==> config.mk <==
export PLATFORM = sky130hd
export DESIGN_NAME = pipeline_stage_reg
export DESIGN_NICKNAME = d
export VERILOG_FILES = /design/src/rtl/pipeline_stage_reg.sv
export SDC_FILE = /design/constraint.sdc
export NUM_CORES = 1
export LEC_CHECK = 0
export CAP_MARGIN = 20
export CORE_AREA = 3 3 63 65
export CTS_CLUSTER_DIAMETER = 80
export DETAILED_ROUTE_END_ITERATION = 10
export DIE_AREA = 0 0 66 68
export PLACE_DENSITY_LB_ADDON = 0.3
export SLEW_MARGIN = 20
export SYNTH_ARGS = -nofsm -noshare
export SYNTH_HDL_FRONTEND = slang
export SYNTH_SLANG_ARGS = --single-unit
==> constraint.sdc <==
create_clock -name CLK -period 2.4 [get_ports CLK]
set_input_delay 0.6 -clock CLK [delete_from_list [all_inputs] [get_ports CLK]]
set_output_delay 0.6 -clock CLK [all_outputs]
set_load 0.03 [all_outputs]
==> src/rtl/pipeline_stage_reg.sv <==
// Elastic pipeline stage: valid/ready payload register with stall, flush and bubble payload.
// Optional skid entry decoupling IN_READY from OUT_READY when PIPE_STAGE_SKID_EN is defined.
module pipeline_stage_reg #(
   parameter int unsigned              DATA_WIDTH = 32,
   parameter logic [DATA_WIDTH-1:0]    RESET_DATA = {DATA_WIDTH{1'b0}}
) (
   input  logic                  CLK,
   input  logic                  RESET,
   input  logic                  BUSYWAIT,
   input  logic                  FLUSH,
   input  logic                  IN_VALID,
   output logic                  IN_READY,
   input  logic [DATA_WIDTH-1:0] IN_DATA,
   output logic                  OUT_VALID,
   input  logic                  OUT_READY,
   output logic [DATA_WIDTH-1:0] OUT_DATA,
   output logic [1:0]            OCCUPANCY
);

   logic                  out_valid_q, out_valid_nxt;
   logic [DATA_WIDTH-1:0] out_data_q,  out_data_nxt;
   logic [1:0]            occ_q,       occ_nxt;
   logic                  accept, drain;

`ifdef PIPE_STAGE_SKID_EN
   logic                  skid_valid_q, skid_valid_nxt;
   logic [DATA_WIDTH-1:0] skid_data_q,  skid_data_nxt;

   // A full skid is the only thing that blocks upstream; no path from OUT_READY.
   assign IN_READY = ~BUSYWAIT & ~skid_valid_q;
`else
   assign IN_READY = ~BUSYWAIT & (~out_valid_q | OUT_READY);
`endif

   assign accept = IN_VALID & IN_READY;
   assign drain  = out_valid_q & OUT_READY & ~BUSYWAIT;

   // Next-state for the handshake path; reset/flush override in the register block.
   always_comb begin
      out_valid_nxt = out_valid_q;
      out_data_nxt  = out_data_q;
`ifdef PIPE_STAGE_SKID_EN
      skid_valid_nxt = skid_valid_q;
      skid_data_nxt  = skid_data_q;
      if (drain) begin
         if (skid_valid_q) begin
            out_data_nxt   = skid_data_q;
            skid_valid_nxt = 1'b0;
         end else if (accept) begin
            out_data_nxt = IN_DATA;
         end else begin
            out_valid_nxt = 1'b0;
         end
      end else if (accept) begin
         if (out_valid_q) begin
            skid_data_nxt  = IN_DATA;
            skid_valid_nxt = 1'b1;
         end else begin
            out_data_nxt  = IN_DATA;
            out_valid_nxt = 1'b1;
         end
      end
      occ_nxt = 2'(out_valid_nxt) + 2'(skid_valid_nxt);
`else
      if (accept) begin
         out_data_nxt  = IN_DATA;
         out_valid_nxt = 1'b1;
      end else if (drain) begin
         out_valid_nxt = 1'b0;
      end
      occ_nxt = 2'(out_valid_nxt);
`endif
   end

   always_ff @(posedge CLK) begin
      if (!RESET || FLUSH) begin
         out_valid_q <= 1'b0;
         out_data_q  <= RESET_DATA;
         occ_q       <= 2'd0;
`ifdef PIPE_STAGE_SKID_EN
         skid_valid_q <= 1'b0;
         skid_data_q  <= RESET_DATA;
`endif
      end else begin
         out_valid_q <= out_valid_nxt;
         out_data_q  <= out_data_nxt;
         occ_q       <= occ_nxt;
`ifdef PIPE_STAGE_SKID_EN
         skid_valid_q <= skid_valid_nxt;
         skid_data_q  <= skid_data_nxt;
`endif
      end
   end

   assign OUT_VALID = out_valid_q;
   assign OUT_DATA  = out_data_q;
   assign OCCUPANCY = occ_q;

endmodule
==> reports/results.txt <==
At the end of routability-driven placement, the weighted congestion stood at 0.679. For the pin with the worst max-slew slack, the measured transition is 544 ps. Post-route setup TNS: 0 ps. TritonCTS built the clock tree. Dividing the detail-routed via count by the number of cells gives 5.21. The post-cts hold buffer count was 0. The top cell type by total area after synthesis was dfxtp_1. Counting distinct cell types in the post-synthesis netlist gives 15. Floorplan die height: 68 um. The tools report the core box area as 0.00339 sq mm.

Setup repair after global routing left no endpoint under its margin. Clock tree synthesis inserted a total of 5 buffers. Global routing used 33.2% of the available met2 tracks.

For this design the top-level I/O count stands at 74. The H-tree generated during clock tree synthesis spans 2 levels. The run gives 1416 as the via count of the first global-routing pass. The flow ran to the end, and the final reports show no timing, DRC or antenna violations. For the global-route wire length before repair, the log shows 6120 um.

The total of flip-flops plus latches after synthesis is 33. Counting every sink on the clock net gives 33. For this configuration, the core starts out at a cell density of 42.3%. The routed design has 3780 um of wire. Hold is met by 460 ps.

The top-area cell type share of the netlist area is 46.0%, and the maximum number of pins on one net before global-route repair is 67. Once detail routing completed, the nets flagged for antenna violations numbered 0. Final number of hold-violating endpoints: 0. From left edge to right edge, the die measures 66 um. After global routing, the most crowded layer is met2.

Gates resized during post-CTS repair numbered 0. Full die area: 0.00449 sq mm. Path category of the worst min-delay check: register to register. For this run the aggregate overflow at the end of global routing stands at 0.

The number of DRC markers in iteration 0 is 126. The area growth from synthesis to layout is 51.2%. The logs give 1800 ps for the data required time of the worst path and 18.3% for the met1 capacity usage during global routing. Across the run, the number of max-cap violations was 0.

Cells fill 64.0% of the core in the end. Across the whole layout, storage elements account for 661 sq um. The count of buffers added on input and output ports is 72. For the number of antenna diodes, the log shows 0.

Classification of the worst setup path: primary input to output port. Headroom to the max-slew limit came out at 63.8%. The count of endpoints failing setup in the final report was 0; the clock slew seen by the registers of the worst setup and hold paths was 90 ps. The run gives 289 as the layout filler cell count.

The type of destination of the critical path was an output port. The number of nets handed over by synthesis was 195. The final layout contains 257 nets.

The worst setup path is launched from a primary input. By area the synthesized netlist is led by dfxtp_1 (46%), o21ai_2 (18%), nand4_1 (14%). Yosys printed 0 warnings.

Data arrives at the worst endpoint at 1570 ps. The average instance area after synthesis came out at 9.14 sq um. For this run, the register share of the synthesized area comes to 46.0%.

Timing would allow up to 460 MHz. For the initial antenna violation count, the log shows 0. The wire-length estimate of the detail-placed layout is 2690 um.

The largest voltage drop on the vdd net is 0.000328 V. For this design the static power due to leakage is 0.742 nW. Once the clock tree was built, the setup fixing pass inserted 0 buffers.

Summing all multi-input logic gate instances after layout gives 649 sq um. In this run the clock root is driven by a clkbuf_4. The minimum period implied by the final worst setup slack is 2170 ps, and the total number of vias is 1387.

The maximum buffer depth of the clock tree is 2, and the number of iterations in the first detailed-routing pass is 4. The floorplan has 21 rows. The number of slew-limit violations in the final report is 0, and the combined area of all synthesized cells is 0.00144 sq mm.

At the later pin of the worst-skew pair, clock insertion delay measures 310 ps. In this run the power density over the cells is 478 mW/mm^2. In this run the worst path has a maximum fanout of 3.

The post-route netlist has 18.6% of its cells at a drive strength greater than 1. In the final routed layout, each cell accounts on average for 14.2 um. The logs give 0 for the DRC violation count after routing and 17.6% for the global-route usage over all layers.

After layout, the worst path uses 90.5% of the clock period. In the synthesized netlist, the number of instances is 157. The met3 track utilization from global routing was 5.25%; the worst clock skew was 3.93 ps.
## cell families (layout without fill, tap and decap cells)
logic type	count (synthesis)	in the layout	share of synthesized area, %
buf+inv	20	83	9.07
flops	33	33	46.0
simple gates	70	70	25.3
other cells	1	1	0.261
compound gates	33	33	19.4
## per-stage QoR
| stage | total power, W | std cells | area, sq um | worst slack [ps] |
|---|---|---|---|---|
| after floorplan | 0.000677 | 157 | 1440 | 483 |
| after global placement | 0.000764 | 258 | 2120 | 275 |
| after detailed placement | 0.000769 | 258 | 2120 | 238 |
| after CTS | 0.00105 | 266 | 2170 | 219 |
| after global routing | 0.00109 | 266 | 2170 | 150 |
| final | 0.00104 | 266 | 2170 | 227 |
## where the power goes
group	total [W]	leakage [nW]	switching, W	internal [W]
Sequential	0.000567	0.268	0.00000690	0.000560
Clock	0.000281	0.0265	0.000164	0.000117
Combinational	0.000189	0.448	0.0000953	0.0000933
## path summary, 6_finish.rpt
kind / cells after the start / start / end / slack, ps
hold / removal: 2 / OUT_DATA[7] / OUT_DATA[7] / 460
hold reg to reg: 2 / OUT_DATA[7] / OUT_DATA[7] / 460
setup / recovery: 4 / OUT_READY / IN_READY / 230
setup reg to reg: 3 / OCCUPANCY[0] / OUT_DATA[23] / 1100
## cell usage after synthesis, drive strengths merged
| cell | count |
|---|---|
| o2bb2ai | 1 |
| and2 | 1 |
| clkbuf | 2 |
| dfxtp | 33 |
| nand2b | 1 |
| conb | 1 |
| nand4 | 32 |
| nand2 | 33 |
| o21ai | 32 |
| nor2b | 3 |
| buf | 18 |
## sequential cells by signal, indices dropped and copies added (netlist names)
| register | flops |
|---|---|
| OCCUPANCY | 1 |
| OUT_DATA | 32 |
## layout make-up
class / instances / share of cell area, %
Multi-Input combinational cell: 104 / 29.9
Timing Repair Buffer: 75 / 34.7
Sequential cell: 33 / 30.4
Tap cell: 46 / 2.65
Clock buffer: 8 / 2.25
## worst max-delay path: stages
cell             delay, ps
clkdlybuf4s50_1        450
nand2b_1               140
nor2b_1                200
buf_4                  190
## metal layers
metal  routed length, um  up-vias
met5                   0        -
li1                    -      691
met1                1480      640
met4                  54        0
met3                 259        6
met2                1980       50
## placed cells by master (no fill, tap or decap), types with 3 or more instances in the layout
cell type	n
clkbuf_1	3
buf_4	3
dfxtp_1	33
clkbuf_4	5
clkdlybuf4s50_1	71
nand2_1	33
o21ai_2	29
o21ai_0	3
nand4_1	32
Power figures use the tool's default switching activity.
